--- src/rtl/truth_table_lut.sv ---
// ----------------------------------------------------------------------------
// truth_table_lut
//
// Purpose:
//   Programmable N_IN-input boolean function. One 2^N_IN-bit truth table
//   is active at a time, and it evaluates one request per cycle with a
//   registered result one cycle later. A new table is shifted in serially,
//   LSB first, into a shadow register. It reaches the active table in one
//   step only once every bit has arrived, so a partial or aborted load never
//   disturbs evaluation.
//
// Ports:
//   i_clk          clock, rising edge
//   i_rst_n        asynchronous active-low reset
//   i_in           logic inputs, i_in[0] is the table index LSB
//   i_in_valid     evaluation request
//   o_in_ready     high in RUN; request accepted when i_in_valid && o_in_ready
//   o_out          registered evaluation result, held between evaluations
//   o_out_valid    one-cycle pulse marking a new o_out
//   o_out_changed  one-cycle pulse with o_out_valid when o_out changed value
//   i_cfg_start    begin (or restart) a serial table load
//   i_cfg_valid    i_cfg_bit is valid this cycle
//   i_cfg_bit      table bit, index 0 first
//   i_cfg_abort    discard the load in progress
//   o_cfg_busy     high while a load is in progress
//   o_cfg_done     one-cycle pulse after the new table is committed
// ----------------------------------------------------------------------------
module truth_table_lut #(
    parameter int                        N_IN          = 2,
    parameter logic [(2**N_IN)-1:0]      DEFAULT_TABLE = 4'b0100
) (
    input  logic            i_clk,
    input  logic            i_rst_n,
    input  logic [N_IN-1:0] i_in,
    input  logic            i_in_valid,
    output logic            o_in_ready,
    output logic            o_out,
    output logic            o_out_valid,
    output logic            o_out_changed,
    input  logic            i_cfg_start,
    input  logic            i_cfg_valid,
    input  logic            i_cfg_bit,
    input  logic            i_cfg_abort,
    output logic            o_cfg_busy,
    output logic            o_cfg_done
);

    localparam int              TBL_W    = 2**N_IN;
    localparam logic [N_IN-1:0] LAST_IDX = {N_IN{1'b1}};

    localparam logic [0:0] ST_RUN  = 1'b0;
    localparam logic [0:0] ST_LOAD = 1'b1;

    logic [0:0]       r_state;
    logic [N_IN-1:0]  r_count;
    logic [TBL_W-1:0] r_shadow;
    logic [TBL_W-1:0] r_active;
    logic             r_out;
    logic             r_out_valid;
    logic             r_out_changed;
    logic             r_cfg_done;

    logic [0:0]       w_state_d;
    logic [N_IN-1:0]  w_count_d;
    logic [TBL_W-1:0] w_shadow_d;
    logic [TBL_W-1:0] w_active_d;
    logic             w_done_d;
    logic [TBL_W-1:0] w_shadow_wr;
    logic             w_accept;
    logic             w_eval;

    // Shadow with the current bit inserted. The final bit is committed from
    // here so the active table is complete on the same edge.
    always_comb begin
        w_shadow_wr          = r_shadow;
        w_shadow_wr[r_count] = i_cfg_bit;
    end

    always_comb begin
        w_state_d  = r_state;
        w_count_d  = r_count;
        w_shadow_d = r_shadow;
        w_active_d = r_active;
        w_done_d   = 1'b0;
        case (r_state)
            ST_RUN: begin
                // cfg_valid/cfg_bit/cfg_abort are deliberately ignored here.
                if (i_cfg_start) begin
                    w_state_d  = ST_LOAD;
                    w_count_d  = '0;
                    w_shadow_d = '0;
                end
            end
            ST_LOAD: begin
                // Abort wins over restart and over a final bit.
                if (i_cfg_abort) begin
                    w_state_d = ST_RUN;
                    w_count_d = '0;
                end else if (i_cfg_start) begin
                    w_count_d  = '0;
                    w_shadow_d = '0;
                end else if (i_cfg_valid) begin
                    w_shadow_d = w_shadow_wr;
                    if (r_count == LAST_IDX) begin
                        w_active_d = w_shadow_wr;
                        w_done_d   = 1'b1;
                        w_state_d  = ST_RUN;
                        w_count_d  = '0;
                    end else begin
                        w_count_d = r_count + 1'b1;
                    end
                end
            end
            default: begin
                w_state_d = ST_RUN;
                w_count_d = '0;
            end
        endcase
    end

    // Acceptance depends on the current state only, so an evaluation in the
    // same cycle as cfg_start still completes against the old table.
    assign w_accept = i_in_valid && (r_state == ST_RUN);
    assign w_eval   = r_active[i_in];

    always_ff @(posedge i_clk or negedge i_rst_n) begin
        if (!i_rst_n) begin
            r_state       <= ST_RUN;
            r_count       <= '0;
            r_shadow      <= '0;
            r_active      <= DEFAULT_TABLE;
            r_out         <= 1'b0;
            r_out_valid   <= 1'b0;
            r_out_changed <= 1'b0;
            r_cfg_done    <= 1'b0;
        end else begin
            r_state       <= w_state_d;
            r_count       <= w_count_d;
            r_shadow      <= w_shadow_d;
            r_active      <= w_active_d;
            r_cfg_done    <= w_done_d;
            r_out_valid   <= w_accept;
            r_out_changed <= w_accept && (w_eval != r_out);
            if (w_accept) begin
                r_out <= w_eval;
            end
        end
    end

    assign o_in_ready    = (r_state == ST_RUN);
    assign o_cfg_busy    = (r_state == ST_LOAD);
    assign o_out         = r_out;
    assign o_out_valid   = r_out_valid;
    assign o_out_changed = r_out_changed;
    assign o_cfg_done    = r_cfg_done;

endmodule

--- config.mk ---
export PLATFORM = sky130hd
export DESIGN_NAME = truth_table_lut
export DESIGN_NICKNAME = d
export VERILOG_FILES = /design/src/rtl/truth_table_lut.sv
export SDC_FILE = /design/constraint.sdc
export NUM_CORES = 1
export LEC_CHECK = 0
export CAP_MARGIN = 25
export CORE_MARGIN = 4
export CORE_UTILIZATION = 48
export DETAILED_ROUTE_END_ITERATION = 8
export PLACE_DENSITY_LB_ADDON = 0.15
export SYNTH_ARGS = -nofsm -noshare
export SYNTH_HDL_FRONTEND = slang
export SYNTH_SLANG_ARGS = --single-unit
--- constraint.sdc ---
create_clock -name i_clk -period 1.9 [get_ports i_clk]
set_input_delay 0.475 -clock i_clk [delete_from_list [all_inputs] [get_ports i_clk]]
set_output_delay 0.475 -clock i_clk [all_outputs]
set_load 0.01 [all_outputs]
## Word-level counts from Yosys, hierarchy flattened

Index checks and enable logic that the tools add are counted.

- Output and inout bits: 6
- Input port bits: 9
- Register bits: 15

- Reductions and logical operators: 6
- Muxes and demuxes: 27
- Eq/ne operators: 6
- Bitwise logic cells: 3
- Magnitude comparators: 3
- Add/subtract/negate cells: 1

Operators by type and width:

| operator | number |
|---|---|
| $mux W4 | 4 |
| $mux W1 | 12 |
| $mux W2 | 5 |
| $pmux W4 S2 | 1 |
| $lt A2 B3 Y1 const B | 2 |
| $reduce_and A5 Y1 | 1 |
| $bwmux W4 | 1 |
| $ne A4 B4 Y1 const B | 1 |
| $pmux W2 S2 | 1 |
| $logic_and A1 B1 Y1 | 3 |
| $ne A3 B3 Y1 const B | 1 |
| $not A1 Y1 | 3 |
| $reduce_and A3 Y1 | 1 |
| $add A2 B1 Y2 const B | 1 |
| $bmux W1 S2 | 1 |
| $demux W1 S2 | 1 |
| $eq A2 B2 Y1 const B | 1 |
| $ge A2 B1 Y1 const B | 1 |
| $ne A2 B1 Y1 const B | 1 |
| $ne A2 B2 Y1 const B | 1 |
| $pmux W1 S2 | 1 |
| $reduce_and A2 Y1 | 1 |
| $ne A1 B1 Y1 | 1 |

## Longest topological paths before layout

- Depth in word-level cells: 9
- Mapped depth: 5
- Depth with buffers taken out: 4

## Worst setup path before layout

OpenSTA, ideal clock, no wires.

- Path kind: input port to flip-flop
- Start point: input i_cfg_abort
- End point: register r_active[0]
- Path slack: 434 ps
- Stages on the path: 5
- Arrival time: 1341 ps
- Cell sequence: and3b_1 buf_6 and3b_1 buf_6 mux2_4

- Longest elaborated chain between the ends: 2

Ends and longest elaborated chain:

| element | line | RTL |
|---|---|---|
| start: declaration | 43 | `input logic i_cfg_abort,` |
| $not A1 Y1 (no line) | n/a |  |
| $reduce_and A5 Y1 (no line) | n/a |  |
| end signal: assignment | 140 | `r_active <= w_active_d;` |
| end: declaration | 57 | `logic [TBL_W-1:0] r_active;` |

Every way passes these cells.
A chain may end at the register's enable or synchronous reset.

## Final worst setup path

- Start point: register r_state (netlist: o_cfg_busy)
- End point: output o_in_ready

- Longest elaborated chain between the ends: 1

Ends and longest elaborated chain:

| element | line | RTL |
|---|---|---|
| start: declaration | 54 | `logic [0:0] r_state;` |
| start signal: assignment | 137 | `r_state <= w_state_d;` |
| $not A1 Y1 | n/a |  |
| end: declaration | 36 | `output logic o_in_ready,` |

Every way passes these cells.

==> flow_summary.toml <==
[yosys]
ys_warn_count = 0
syn_nets = 78
netlist_area_sq_um = 737
yosysSeqAreaShare_pct = 47.7
avgSynthCellArea_sq_um = 11.5
ys_types = 19
synth_cells = 64
synth_seq_cells = 14

[route]
wl_microns = 1300
vias_per_cell = 5.10
vias = 505
detail-route-antenna-nets = 0
dr.pass1.iters = 4
drt-initial-drc-count = 1
wire_per_inst_microns = 13.2
drc = 0

[critical_path]
worstPathBufferInverterCount = 2
slowest_stage = "clkdlybuf4s50_1"
crit_arrival_ns = 1.36
cp_max_fo = 8
critPathMaxStageDelay_ns = 0.53
startpoint_type = "register"
cp_top_family = "buffers and inverters"
cp_cell_sequence = "inv_1, clkdlybuf4s50_1"
critPathKind = "register to output pin"
crit_path_end_kind = "output pin"
worst_ep_required_time_ns = 1.42

[sta]
layout_min_cycle_time_ns = 1.83
fin_crit_sh_pct = 96.3
timing.fmax_ghz = 0.546
fin_ws_ns = 0.0695
tightest_slew_ns = 0.234
rsz0062_at_grt = "no"
tns_ns = 0
setup_viol = 0
slew_viol_final = 0
hold_violations = 0
clock_skew_ns = 0.00364
maxSlewHeadroom_pct = 84.2

[clocking]
htreeDepth = 1
cts.clk_slew.worst_paths_ns = 0.09
cts_tree = "yes"
cts_root_buffer = "clkbuf_4"
cts_buffer_depth = 2
post-cts-setup-buffer-count = 0
numCtsBuffers = 3
cts_hold_buf = 0
clock-sinks = 14
clk_latency_ns = 0.28
ctsResizeCount = 0

[floorplan]
pin_count = 15
die-area_sq_um = 2230
fp.dieH_microns = 47.2
core_area_sq_um = 1370
fp.dieW_microns = 47.2
row_count = 13
initial_core_util_pct = 53.9

[finish]
nets = 99
final_common_cell = "clkdlybuf4s50_1"
drive_gt1_share_pct = 20.2
diodes = 0
final_area_sq_um = 940
syn_to_final_growth_pct = 27.5
fillers = 98
layout_common_cells = "14 x clkdlybuf4s50_1, 13 x dfrtp_1, 11 x nand2_1"

[power_and_ir_drop]
p_leak_nw = 0.471
finalPower_mw = 0.658
irDropWorstVdd_uv = 404
pwr_density_cell_nw_per_um2 = 700

[hold_path]
hold_class = "input port to asynchronous set/reset pin"

[placement]
placed_cell_area_sq_um = 903
place.gp.congestion = 0.781
place_ws_ns = 0.0216
io_buffer_count = 14
post-dp-hpwl_microns = 1030

[grt]
grt_pass1_vias = 519
grt_pass1_wl_microns = 2270
grt_max_degree = 15
grt_usage_pct = 15.1
overflow = 0
antenna_found_initial = 0

[flow_run]
cap_violations = 0

[status]
status = "finished, final reports clean"
## power breakdown
part           switching, mW  total [mW]  internal (mW)
Clock                 0.0975       0.214          0.117
Combinational         0.0496       0.117         0.0677
Sequential            0.0145       0.327          0.312
## kinds of logic after synthesis
family	synth area share [%]
adder cells (fa/ha/maj)	8.49
AND/OR/NAND/NOR	12.9
XOR/XNOR	1.19
AO/OA/AOI/OAI	6.28
multiplexers	17.8
buffers and inverters	5.60
flip-flops	47.7
## layer usage
metal	routed length, microns	vias up	track usage, %
met1	577	234	17.3
met5	0	-	0
met4	14	0	6.63
li1	-	252	-
met3	90	2	3.83
met2	619	17	26.6
## Yosys cell counts
library cell / number / area share [%]
dfrtp_1: 13 / 44
nand2_1: 11 / 5.6
ha_1: 5 / 8.5
inv_1: 5 / 2.5
nor2_1: 4 / 2.0
and3b_1: 3 / 3.6
mux2_2: 3 / 4.6
mux2_4: 3 / 6.1
mux2i_1: 3 / 4.1
a21oi_1: 2 / 1.4
a22oi_1: 2 / 2.0
buf_6: 2 / 3.1
nand2b_1: 2 / 1.7
a21bo_2: 1 / 1.4
dfstp_2: 1 / 3.6
mux4_2: 1 / 3.1
o21ai_0: 1 / 0.68
o22ai_1: 1 / 0.85
xnor2_1: 1 / 1.2
## metrics by stage
stage                     cells  utilization (%)  hold slack (ns)
after floorplan              64                -            0.179
after global placement       95             66.1            0.499
after CTS                    99             68.8            0.492
after global routing         99             68.8            0.489
final                        99             68.8            0.488
after detailed placement     95             66.1            0.510
## final cells by class
type	instances	area (sq um)	area share, %
sequential	14	352	37.4
multi-input combinational	43	344	36.6
timing repair buffer	18	170	18.1
clock buffer	4	36.3	3.86
inverter	5	18.8	2.00
tap	15	18.8	2.00
## registers in the layout, summed over array words and instances (netlist names)
register       flops
o_cfg_done         1
o_cfg_busy         1
o_out              1
r_shadow           3
r_count            2
r_active           4
o_out_valid        1
o_out_changed      1
## path summary, 6_finish.rpt
check	start	to	slack [ns]	cells after the start
setup / recovery	o_cfg_busy$_DFF_PN0_	o_in_ready	0.07	2
hold / removal	i_rst_n	o_out_changed$_DFF_PN0_	0.49	2
setup reg to reg	r_count[0]$_DFFE_PN0P_	r_active[0]$_DFFE_PN0P_	0.46	4
hold reg to reg	r_active[0]$_DFFE_PN0P_	r_active[0]$_DFFE_PN0P_	0.53	1
max in group asynchronous	i_rst_n	r_active[2]$_DFFE_PN1P_	1.17	2
min in group i_clk	r_active[0]$_DFFE_PN0P_	r_active[0]$_DFFE_PN0P_	0.53	1
No activity file was read; power rests on OpenSTA's default activity.
